## config.mk

```make
export PLATFORM = sky130hd
export DESIGN_NAME = frame_capture
export DESIGN_NICKNAME = d
export VERILOG_FILES = /design/src/rtl/frame_pkg.sv /design/src/rtl/fb_addr_gen.sv /design/src/rtl/frame_capture.sv
export SDC_FILE = /design/constraint.sdc
export NUM_CORES = 1
export LEC_CHECK = 0
export CORE_MARGIN = 2
export CORE_UTILIZATION = 45
export CTS_BUF_LIST = sky130_fd_sc_hd__clkbuf_8
export DETAILED_ROUTE_END_ITERATION = 10
export GPL_TIMING_DRIVEN = 0
export PLACE_DENSITY = 0.78
export SLEW_MARGIN = 0
export SYNTH_ARGS = -nofsm -noshare
export SYNTH_HDL_FRONTEND = slang
export SYNTH_SLANG_ARGS = --single-unit
```

## constraint.sdc

```tcl
create_clock -name clk -period 3 [get_ports clk]
set_input_delay 0.6 -clock clk [delete_from_list [all_inputs] [get_ports clk]]
set_output_delay 0.6 -clock clk [all_outputs]
set_load 0.02 [all_outputs]
```

## src/rtl/frame_pkg.sv

```systemverilog
// Geometry, address width and FSM encoding shared by the capture path, the
// framebuffer and the display readers.
package frame_pkg;

  localparam int H_ACTIVE = 640;
  localparam int V_ACTIVE = 480;
  localparam int WPL      = H_ACTIVE / 4;
  localparam int FB_WORDS = V_ACTIVE * WPL;
  localparam int ADDR_W   = 17;

  typedef enum logic [1:0] {
    IDLE,
    WAIT_SOF,
    CAPTURE,
    DONE
  } cap_state_e;

  // Bit positions inside the sticky status word.
  localparam int ST_LINE_LONG   = 2;
  localparam int ST_FRAME_SHORT = 1;
  localparam int ST_FRAME_ABORT = 0;

endpackage

```

## src/rtl/fb_addr_gen.sv

```systemverilog
// Row/column/line-base counters for the framebuffer; turns each accepted
// pixel word into one registered write one cycle later.
module fb_addr_gen
  import frame_pkg::ADDR_W;
#(
  parameter int WPL      = frame_pkg::WPL,
  parameter int V_ACTIVE = frame_pkg::V_ACTIVE
) (
  input  logic              clk,
  input  logic              rst,
  input  logic              clear,
  input  logic              capture,
  input  logic              pix_valid,
  input  logic [31:0]       pix_data,
  output logic              wr_en,
  output logic [ADDR_W-1:0] wr_addr,
  output logic [31:0]       wr_data,
  output logic              line_long,
  output logic              frame_full
);

  localparam int RW = $clog2(V_ACTIVE + 1);
  localparam int CW = $clog2(WPL + 1);

  logic [RW-1:0]     row;
  logic [CW-1:0]     col;
  logic [ADDR_W-1:0] line_base;
  logic              valid_q;
  logic              row_open;
  logic              col_open;
  logic              line_end;
  logic              take;

  assign row_open  = (row < RW'(V_ACTIVE));
  assign col_open  = (col < CW'(WPL));
  assign line_end  = capture && valid_q && !pix_valid;
  assign take      = capture && !clear && pix_valid && row_open && col_open;
  assign line_long = capture && pix_valid && row_open && !col_open;
  // A line closing in this very cycle counts toward completeness.
  assign frame_full = !row_open || (line_end && (row == RW'(V_ACTIVE - 1)));

  // NOTE: sequential state uses <= so every register samples pre-edge values
  // no matter how the statements below are ordered.
  always_ff @(posedge clk or posedge rst) begin
    if (rst) begin
      row       <= '0;
      col       <= '0;
      line_base <= '0;
      valid_q   <= 1'b0;
    end else if (clear) begin
      row       <= '0;
      col       <= '0;
      line_base <= '0;
      valid_q   <= 1'b0;
    end else begin
      valid_q <= pix_valid;
      if (line_end) begin
        col <= '0;
        if (row_open) begin
          row       <= row + 1'b1;
          line_base <= line_base + ADDR_W'(WPL);
        end
      end else if (take) begin
        col <= col + 1'b1;
      end
    end
  end

  always_ff @(posedge clk or posedge rst) begin
    if (rst) begin
      wr_en   <= 1'b0;
      wr_addr <= '0;
      wr_data <= '0;
    end else begin
      wr_en <= take;
      if (take) begin
        wr_addr <= line_base + ADDR_W'(col);
        wr_data <= pix_data;
      end
    end
  end

endmodule

```

## src/rtl/frame_capture.sv

```systemverilog
// Camera frame capture: frame-level FSM, ping-pong buffer select and sticky
// error status around the framebuffer address generator.
module frame_capture
  import frame_pkg::ADDR_W, frame_pkg::cap_state_e,
         frame_pkg::IDLE, frame_pkg::WAIT_SOF, frame_pkg::CAPTURE, frame_pkg::DONE,
         frame_pkg::ST_LINE_LONG, frame_pkg::ST_FRAME_SHORT, frame_pkg::ST_FRAME_ABORT;
#(
  parameter int H_ACTIVE = frame_pkg::H_ACTIVE,
  parameter int V_ACTIVE = frame_pkg::V_ACTIVE,
  parameter int WPL      = H_ACTIVE / 4
) (
  input  logic              clk,
  input  logic              rst,
  input  logic              arm,
  input  logic              frame_start,
  input  logic              frame_end,
  input  logic [31:0]       pix_data,
  input  logic              pix_valid,
  output logic              wr_en,
  output logic [ADDR_W-1:0] wr_addr,
  output logic [31:0]       wr_data,
  output logic              wr_buf,
  output logic              rd_buf,
  output logic              frame_done,
  output logic [2:0]        status
);

  cap_state_e state;
  cap_state_e state_nxt;
  logic       restart;
  logic       end_frame;
  logic       abort;
  logic       frame_full;
  logic       line_long;

  always_ff @(posedge clk or posedge rst) begin
    if (rst) state <= IDLE;
    else     state <= state_nxt;
  end

  // NOTE: every output of this block gets a default first, so no path can
  // leave one unassigned and infer a latch.
  always_comb begin
    state_nxt = state;
    restart   = 1'b0;
    end_frame = 1'b0;
    abort     = 1'b0;
    case (state)
      IDLE: begin
        if (arm) state_nxt = WAIT_SOF;
      end
      WAIT_SOF: begin
        if (!arm) begin
          state_nxt = IDLE;
        end else if (frame_start) begin
          state_nxt = CAPTURE;
          restart   = 1'b1;
        end
      end
      CAPTURE: begin
        if (frame_end) begin
          // Coincident start is an end followed by an immediate new frame.
          end_frame = 1'b1;
          if (frame_start && arm) restart   = 1'b1;
          else                    state_nxt = DONE;
        end else if (frame_start) begin
          abort   = 1'b1;
          restart = 1'b1;
        end
      end
      DONE: begin
        if (!arm) begin
          state_nxt = IDLE;
        end else if (frame_start) begin
          state_nxt = CAPTURE;
          restart   = 1'b1;
        end else begin
          state_nxt = WAIT_SOF;
        end
      end
      default: state_nxt = IDLE;
    endcase
  end

  fb_addr_gen #(
    .WPL      (WPL),
    .V_ACTIVE (V_ACTIVE)
  ) u_addr_gen (
    .clk        (clk),
    .rst        (rst),
    .clear      (restart),
    .capture    (state == CAPTURE),
    .pix_valid  (pix_valid),
    .pix_data   (pix_data),
    .wr_en      (wr_en),
    .wr_addr    (wr_addr),
    .wr_data    (wr_data),
    .line_long  (line_long),
    .frame_full (frame_full)
  );

  always_ff @(posedge clk or posedge rst) begin
    if (rst) begin
      wr_buf     <= 1'b0;
      frame_done <= 1'b0;
      status     <= '0;
    end else begin
      frame_done <= end_frame && frame_full;
      if (end_frame && frame_full) wr_buf <= ~wr_buf;
      if (line_long)               status[ST_LINE_LONG]   <= 1'b1;
      if (end_frame && !frame_full) status[ST_FRAME_SHORT] <= 1'b1;
      if (abort)                   status[ST_FRAME_ABORT] <= 1'b1;
    end
  end

  assign rd_buf = ~wr_buf;

endmodule

```

==> results of run 1 <==
==> power groups by stage <==
stage                     clock, mW  combinational (mW)  sequential, mW
after floorplan                   0               0.323            1.87
after global placement            0                1.18            1.59
after detailed placement          0                1.21            1.60
after CTS                     0.842                1.21            1.58
after global routing          0.896                1.30            1.62
final                         0.824                1.20            1.58
==> cells by family after synthesis <==
kind of cell / count (synthesis)
buf+inv: 26
xor+xnor: 26
simple gates: 222
flops: 87
mux: 3
compound gates: 48
fa+ha+maj: 6
==> path summary, 6_finish.rpt <==
kind,start,endpoint,slack (ns),cells after the start
setup / recovery,frame_end,u_addr_gen.line_base[5],0.82,6
hold / removal,u_addr_gen.wr_data[23],u_addr_gen.wr_data[23],0.48,2
setup reg to reg,state[0],u_addr_gen.line_base[5],1.10,6
hold reg to reg,u_addr_gen.wr_data[23],u_addr_gen.wr_data[23],0.48,2
max in group asynchronous,rst,u_addr_gen.line_base[11],1.81,3
min in group asynchronous,rst,status[0],0.59,2
==> per-layer routing <==
| metal | vias up | global-route usage | part of all wire |
|---|---|---|---|
| li1 | 1613 | - | - |
| met1 | 1521 | 0.278 | 0.47 |
| met2 | 95 | 0.288 | 0.46 |
| met3 | 14 | 0.0439 | 0.053 |
| met4 | 0 | 0.0769 | 0.021 |
| met5 | - | 0 | 0 |
==> critical path: cells and delay by family <==
family,cells,cell delay [ns]
buffers and inverters,3,1.31
AOI/OAI and AO/OA,1,0.26
and+or+nand+nor,2,0.24
==> cell type report <==
type	instances	area (µm²)	share of cell area
inverter	5	21.3	0.00407
sequential	87	2180	0.417
buffer	21	100	0.0192
multi-input combinational	305	1640	0.313
clock buffer	9	124	0.0237
timing repair buffer	94	958	0.183
clock inverter	7	72.6	0.0139
tap	108	135	0.0259
==> cell usage in the layout, fill, tap and decap left out, types with 2 or more instances in the layout <==
cell type and instances:
xor2_1 6, and4_1 2, o21ai_0 19, nand4_1 8, a21oi_1 11, buf_2 5
buf_6 2, dfrtp_1 87, nor4_1 9, a41oi_1 2, a31o_2 3, inv_6 2
nand2_1 142, clkdlybuf4s50_1 93, clkbuf_1 13, nor2_1 27, ha_1 6, clkbuf_8 9
nor4b_1 2, mux2i_1 3, o21a_1 3, and2_1 3, nor3_1 7, o21bai_1 2
inv_1 4, or3_1 4, xnor2_1 20, nand3_1 7
==> flip-flops by register name, summed over array words and instances (netlist names) <==
register / flops
frame_done: 1
state: 2
status: 3
u_addr_gen.col: 8
u_addr_gen.line_base: 12
u_addr_gen.row: 9
u_addr_gen.valid_q: 1
u_addr_gen.wr_addr: 17
u_addr_gen.wr_data: 32
u_addr_gen.wr_en: 1
wr_buf: 1
==> through the flow <==
step	cells	setup slack [ns]	setup TNS [ns]	power, mW
global placement	619	-1.14	-98.91	2.78
CTS	636	0.836	0	3.64
global route	636	0.627	0	3.82
floorplan	418	0.150	0	2.19
finish	636	0.821	0	3.61
detailed placement	620	0.458	0	2.81
==> impl_metrics.yaml, run 1 <==
placed_design:
  placed_area_um2: 5030
  dpl.hpwl_um: 6160
  gp_congestion: 0.799
  io_buffers: 93
logic_synthesis:
  synthTopCellsByArea: "dfrtp_1 55%, nand2_1 14%, xnor2_1 4.5%"
  synth_top_family_by_area: "simple AND/OR/NAND/NOR gates"
  synth_seq_area_share: 0.553
  ys_seq_elements: 87
  synth_edf_count: 0
  synth.avg_cell_area_um2: 9.41
  synth_area_um2: 3930
  synth_top_area_cell: "dfrtp_1"
  synthXorXnorAreaFrac: 0.0579
  ys_types: 46
  synth_warnings: 0
  synth_async_sr_flop_share: 1.00
  synth_mux_area_frac: 0.00763
  synth-compound-area-share: 0.0779
  synth.most_common_cell: "nand2_1"
  synthSimpleGateAreaFrac: 0.254
  synth_cells: 418
  synth_flop_cell: "dfrtp_1"
  yosysTopAreaCellShare: 0.553
  synthAdderAreaFrac: 0.0191
  synth_nets: 462
  netlist_top_cells_count: "142 x nand2_1, 87 x dfrtp_1, 27 x nor2_1"
clock_network:
  clk_path_buf_depth: 2
  numCtsBuffers: 9
  clk_pin_slew_ns: 0.09
  ctsHtreeMaxLevel: 3
  cts-resized-gates: 0
  clock-sinks: 87
  cts.hold.buffers_added: 0
  cts_tree: "done"
  clk_latency_ns: 0.36
  cts_setup_buffers: 0
  root_buffer: "clkbuf_8"
power:
  p_per_area_nw_per_um2: 690
  power.leakage_nw: 2.37
  vdd_drop_max_mv: 0.407
  internal_power_mw: 2.38
  sequentialPowerShare: 0.439
  pwr-share-comb: 0.332
  clkPwrFrac: 0.229
  swShare: 0.340
  switchingPower_mw: 1.22
sta:
  worst_pin_slew_ns: 0.580
  period_needed_ns: 2.18
  rsz0062_at_grt: "no"
  period_share: 0.726
  hold_slack_ns: 0.481
  hold_viol: 0
  slew_violations: 0
  fmax_mhz: 459
  setup_viol_count_final: 0
  finClkSkew_ns: 0.0126
  maxSlewHeadroom: 0.612
final_layout:
  final_util: 0.608
  drive_gt1_frac: 0.0625
  nNetsFinal: 567
  n_fill_cell: 719
  design_area_um2: 5230
  antenna_cells: 0
  syn2layout_area_growth_pct: 32.9
die:
  initial_core_util: 0.458
  die_w_um: 97.5
  die-area_um2: 9510
  pin_count: 94
  rows: 34
  die_h_um: 97.5
  core_area_um2: 8590
routing:
  drt_iter0_markers: 156
  postRouteAntennaNets: 0
  num_vias: 3243
  wire_per_inst_um: 13.5
  post_drt_via_cell_ratio: 5.10
  wl_um: 8590
  drc: 0
  firstDrtPassIters: 5
status:
  outcome: "completed"
hold_path:
  hold_class: "flip-flop to flip-flop"
critical_path:
  crit_fanout: 10
  cp_data_required_time_ns: 3.23
  critPathLaunchType: "primary input"
  critPathKind: "primary input to flip-flop"
  worstPathArrival_ns: 2.41
  critical-path-max-stage-delay_ns: 0.52
  end_kind: "flip-flop"
  crit_chain: "clkdlybuf4s50_1, o21ba_2, nor2_1, clkbuf_1, clkbuf_1, nor2_1"
  slowest_stage: "clkdlybuf4s50_1"
global_routing:
  grt_max_degree: 61
  antenna_found_initial: 0
  grt-ovfl-total: 0
  grt_pass1_vias: 3064
  grt_pass1_wl_um: 15100
  grtUsageTotal: 0.194
flow_run:
  max_cap_violations: 0
Note: power is estimated with default switching activity, not from simulation.
==> run 2, diff against run 1 <==
==> constraint.sdc (replaced) <==
create_clock -name clk -period 1.8 [get_ports clk]
set_input_delay 0.36 -clock clk [delete_from_list [all_inputs] [get_ports clk]]
set_output_delay 0.36 -clock clk [all_outputs]
set_load 0.02 [all_outputs]
==> impl_metrics.yaml, run 2 (same netlist as run 1, synthesis figures left out) <==
power:
  pwr-share-comb: 0.339
  p_per_area_nw_per_um2: 1110
  sequentialPowerShare: 0.442
  switchingPower_mw: 2.06
  design_power_total_mw: 5.98
  clkPwrFrac: 0.219
  power.leakage_nw: 2.44
  internal_power_mw: 3.92
  vdd_drop_max_mv: 0.619
  swShare: 0.345
final_layout:
  final_common_cell: "nand2_1"
  syn2layout_area_growth_pct: 36.8
  reg.largest.list: "u_addr_gen.wr_data (32), u_addr_gen.wr_addr (17), u_addr_gen.line_base (12)"
  nNetsFinal: 578
  largest-register: "u_addr_gen.wr_data"
  n_fill_cell: 727
  drive_gt1_frac: 0.121
  fin_cells: 647
  largest_reg_flops: 32
  final_util: 0.626
  antenna_cells: 0
  layout_common_cells: "142 x nand2_1, 89 x clkdlybuf4s50_1, 84 x dfrtp_1"
routing:
  drt_iter0_markers: 152
  postRouteAntennaNets: 0
  num_vias: 3298
  topRoutingLayerUsed: "met4"
  wl_met1_um: 4170
  drc: 0
  firstDrtPassIters: 4
  met2_length_um: 4350
  post_drt_via_cell_ratio: 5.10
  wl_um: 9020
  met3_length_um: 369
  wire_per_inst_um: 13.9
sta:
  period_share: 1.01
  setup_ws_ns: -0.0186
  period_needed_ns: 1.82
  hold_viol: 0
  fmax_mhz: 550
  rsz0062_at_grt: "yes"
  maxSlewHeadroom: 0.669
  setup_viol_count_final: 1
  finClkSkew_ns: 0.00831
  worst_pin_slew_ns: 0.497
  slew_violations: 0
clock_network:
  cts_tree: "done"
  numCtsBuffers: 9
  root_buffer: "clkbuf_8"
  clk_latency_ns: 0.35
  clk_path_buf_depth: 2
  clk_pin_slew_ns: 0.09
  ctsHtreeMaxLevel: 3
  clock-sinks: 87
placed_design:
  gp_congestion: 0.834
  dpl.hpwl_um: 6380
  io_buffers: 93
  dp_slack_ns: -0.558
  dp_cells: 621
global_routing:
  grt_pass1_wl_um: 15100
  grt_max_degree: 43
  grtUsageTotal: 0.191
  antenna_found_initial: 0
  grt-ovfl-total: 0
  grt_pass1_vias: 3248
critical_path:
  crit_fanout: 5
  critPathLaunchType: "flip-flop"
  reg2reg_to: "u_addr_gen.col[5]"
  end_kind: "flip-flop"
  crit_chain: "o21a_1, a2111o_1, buf_6, or3_4, a21oi_2"
  worst_r2r_path_depth: 5
  worstPathArrival_ns: 2.10
  cp_data_required_time_ns: 2.08
  rrSetupSlack_ns: -0.02
  r2r_start: "u_addr_gen.col[5]"
  critPathKind: "flip-flop to flip-flop"
  slowest_stage: "a2111o_1"
  critical-path-max-stage-delay_ns: 0.47
die:
  core_area_um2: 8590
  die_h_um: 97.5
  pin_count: 94
  die-area_um2: 9510
  die_w_um: 97.5
  initial_core_util: 0.458
  rows: 34
status:
  violations: "negative setup slack"
  outcome: "complete, but fails checks"
flow_run:
  max_cap_violations: 0
hold_path:
  hold_class: "primary input to asynchronous set/reset pin"
## run 2: cell count changes in the layout (fill, tap and decap cells not counted), sizes merged
cell           delta
clkinv            -2
dlygate4sd2       +4
buf              +17
clkdlybuf4s50     -4
clkinvlp          +3
inv               -2
clkbuf            -4
bufinv            -1
## run 2: repair_timing
action | in CTS | in global routing
pin swaps | 1 | 4
gates resized for setup | 10 | 34
endpoints found under the setup margin | 66 | 62
hold buffers | 0 | 0
setup buffers | 4 | 5
cloned | 0 | 1
## run 2: final cells by class
| cell class | instances | area, µm² | share of cell area |
|---|---|---|---|
| timing repair buffer | 105 | 1040 | 0.194 |
| inverter | 5 | 25.0 | 0.00465 |
| buffer | 21 | 111 | 0.0207 |
| sequential | 87 | 2180 | 0.405 |
| multi-input combinational | 305 | 1690 | 0.314 |
| clock buffer | 11 | 151 | 0.0281 |
| tap | 108 | 135 | 0.0251 |
| clock inverter | 5 | 40.0 | 0.00744 |
## run 2: routing by layer
metal | GRT usage | up-vias
met5 | 0 | -
met1 | 0.263 | 1571
li1 | - | 1631
met2 | 0.310 | 83
met3 | 0.0281 | 13
met4 | 0.0662 | 0
## run 2: power by group through the flow
| stage | registers (mW) | clock network, mW | logic, mW |
|---|---|---|---|
| 2_1_floorplan | 3.12 | 0 | 0.538 |
| 3_3_place_gp | 2.66 | 0 | 1.98 |
| 3_5_place_dp | 2.68 | 0 | 2.03 |
| 4_1_cts | 2.65 | 1.33 | 2.04 |
| 5_1_grt | 2.71 | 1.40 | 2.20 |
| 6_report | 2.65 | 1.31 | 2.03 |
## run 2: worst max-delay path by stage
stage | start | to | slack [ns] | cells after the start
5_1_grt | u_addr_gen.line_base[9] | u_addr_gen.line_base[16] | -0.09 | 5
4_1_cts | u_addr_gen.col[6] | u_addr_gen.col[5] | 0.002 | 5
3_5_place_dp | frame_end | u_addr_gen.row[0] | -0.56 | 6
3_3_place_gp | rst | u_addr_gen.wr_data[0] | -0.50 | 2
6_report | u_addr_gen.col[5] | u_addr_gen.col[5] | -0.02 | 5
2_1_floorplan | u_addr_gen.col[5] | u_addr_gen.col[4] | 0.10 | 5
## run 2: stage by stage
| stage | hold WS [ns] | TNS [ns] | instance area, µm² |
|---|---|---|---|
| finish | 0.338 | -0.0186 | 5380 |
| global route | 0.376 | -0.633 | 5380 |
| CTS | 0.349 | 0 | 5270 |
| detailed placement | 0.458 | -33.62 | 5040 |
| global placement | 0.457 | -71.72 | 5000 |
| floorplan | 0.459 | 0 | 3940 |
## run 2: critical path, delay by kind of cell (launching register included)
family	cells	cell delay [ns]
AO/OA/AOI/OAI	3	0.82
buffers and inverters	1	0.17
flip-flops	1	0.40
AND/OR/NAND/NOR	1	0.36
==> run 3, diff against run 2 <==
--- a/config.mk
+++ b/config.mk
@@ -5,12 +5,13 @@
 export SDC_FILE = /design/constraint.sdc
 export NUM_CORES = 1
 export LEC_CHECK = 0
-export CORE_MARGIN = 2
+export ABC_AREA = 0
 export CORE_UTILIZATION = 45
 export CTS_BUF_LIST = sky130_fd_sc_hd__clkbuf_8
 export DETAILED_ROUTE_END_ITERATION = 10
 export GPL_TIMING_DRIVEN = 0
 export PLACE_DENSITY = 0.78
+export RECOVER_POWER = 25
 export SLEW_MARGIN = 0
 export SYNTH_ARGS = -nofsm -noshare
 export SYNTH_HDL_FRONTEND = slang
==> impl_metrics.yaml, run 3 (same netlist as run 1, synthesis figures left out) <==
status:
  outcome: "complete, but fails checks"
  violations: "negative setup slack"
routing:
  num_vias: 3464
  postRouteAntennaNets: 0
  wire_per_inst_um: 15.4
  wl_um: 10100
  firstDrtPassIters: 4
  post_drt_via_cell_ratio: 5.26
  drc: 0
  drt_iter0_markers: 180
final_layout:
  drive_gt1_frac: 0.168
  nNetsFinal: 592
  layout_common_cells: "142 x nand2_1, 88 x clkdlybuf4s50_1, 82 x dfrtp_1"
  syn2layout_area_growth_pct: 43.2
  reg.largest.list: "u_addr_gen.wr_data (32), u_addr_gen.wr_addr (17), u_addr_gen.line_base (12)"
  design_area_um2: 5630
  final_common_cell: "nand2_1"
  largest-register: "u_addr_gen.wr_data"
  largest_reg_flops: 32
  final_util: 0.676
  antenna_cells: 0
clock_network:
  cts.hold.buffers_added: 0
  cts_tree: "done"
  root_buffer: "clkbuf_8"
  clk_pin_slew_ns: 0.09
  clock-sinks: 87
  numCtsBuffers: 9
  clk_path_buf_depth: 2
  clk_latency_ns: 0.37
  ctsHtreeMaxLevel: 3
critical_path:
  critPathLaunchType: "flip-flop"
  worstPathArrival_ns: 2.12
  cp_data_required_time_ns: 2.09
  end_kind: "flip-flop"
  critPathKind: "flip-flop to flip-flop"
  crit_fanout: 5
placed_design:
  io_buffers: 93
  placed_area_um2: 5040
  dpl.hpwl_um: 6380
  dp_slack_ns: -0.521
  gp_congestion: 0.790
sta:
  finClkSkew_ns: 0.00915
  hold_viol: 0
  hold_slack_ns: 0.374
  fmax_mhz: 545
  maxSlewHeadroom: 0.479
  slew_violations: 0
  rsz0062_at_grt: "yes"
  worst_pin_slew_ns: 0.777
  setup_ws_ns: -0.0336
  period_needed_ns: 1.83
  tns_ns: -0.0740
  period_share: 1.02
  setup_viol_count_final: 3
hold_path:
  hold_class: "primary input to flip-flop"
die:
  initial_core_util: 0.472
  pin_count: 94
  core_area_um2: 8340
  rows: 33
  die_h_um: 95.5
  die_w_um: 95.5
  die-area_um2: 9120
flow_run:
  max_cap_violations: 0
power:
  power.leakage_nw: 2.62
  p_per_area_nw_per_um2: 1090
  vdd_drop_max_mv: 0.743
global_routing:
  grt_max_degree: 40
  grt_pass1_vias: 3246
  grtUsageTotal: 0.215
  grt_pass1_wl_um: 15100
  antenna_found_initial: 0
  grt-ovfl-total: 0
-- run 3: timing repair --
action | 4_1_cts | 5_1_grt
pin swaps | 5 | 17
setup buffers | 9 | 16
endpoints found under the setup margin | 65 | 69
resized for setup | 10 | 57
gates cloned | 0 | 1
-- run 3: layout make-up --
cell class                      instances  area [µm²]
Fill cell                             646        2710
Clock buffer                            9         124
Buffer                                 19         114
Timing Repair Buffer                  121        1170
Tap cell                              105         131
Multi-Input combinational cell        305        1820
Clock inverter                          7        73.8
Inverter                                5        20.0
Sequential cell                        87        2180
-- run 3: path summary, 6_finish.rpt --
kind / start / end / slack, ns / cells past startpoint
setup reg to reg: u_addr_gen.col[6] / u_addr_gen.col[5] / -0.03 / 5
hold / removal: pix_valid / u_addr_gen.valid_q / 0.37 / 2
setup / recovery: u_addr_gen.col[6] / u_addr_gen.col[5] / -0.03 / 5
min in group asynchronous: rst / u_addr_gen.wr_data[30] / 0.54 / 2
max in group asynchronous: rst / u_addr_gen.row[5] / 0.37 / 4
hold reg to reg: status[0] / status[0] / 0.48 / 1
-- run 3: report_power, final --
part / switching [mW] / internal [mW]
Sequential: 0.280 / 2.37
Clock: 0.744 / 0.643
Combinational: 1.12 / 0.986
Total: 2.14 / 4.00
-- run 3: metrics by stage --
step                total power [mW]  cells
floorplan                       3.66    418
global placement                4.64    616
detailed placement              4.71    618
CTS                             6.10    643
global route                    6.47    658
finish                          6.15    658
-- run 3: worst max-delay path, stage by stage, from the launching register on --
cell and delay, ns:
dfrtp_1 0.43, o21a_1 0.22, a2111o_1 0.45, buf_6 0.17, or3_1 0.36, a21oi_1 0.13
-- run 3: per-layer routing --
metal | global-route usage | wire length, µm
met5 | 0 | 0
met4 | 0.0759 | 147
met3 | 0.0423 | 445
met2 | 0.355 | 5170
met1 | 0.283 | 4340
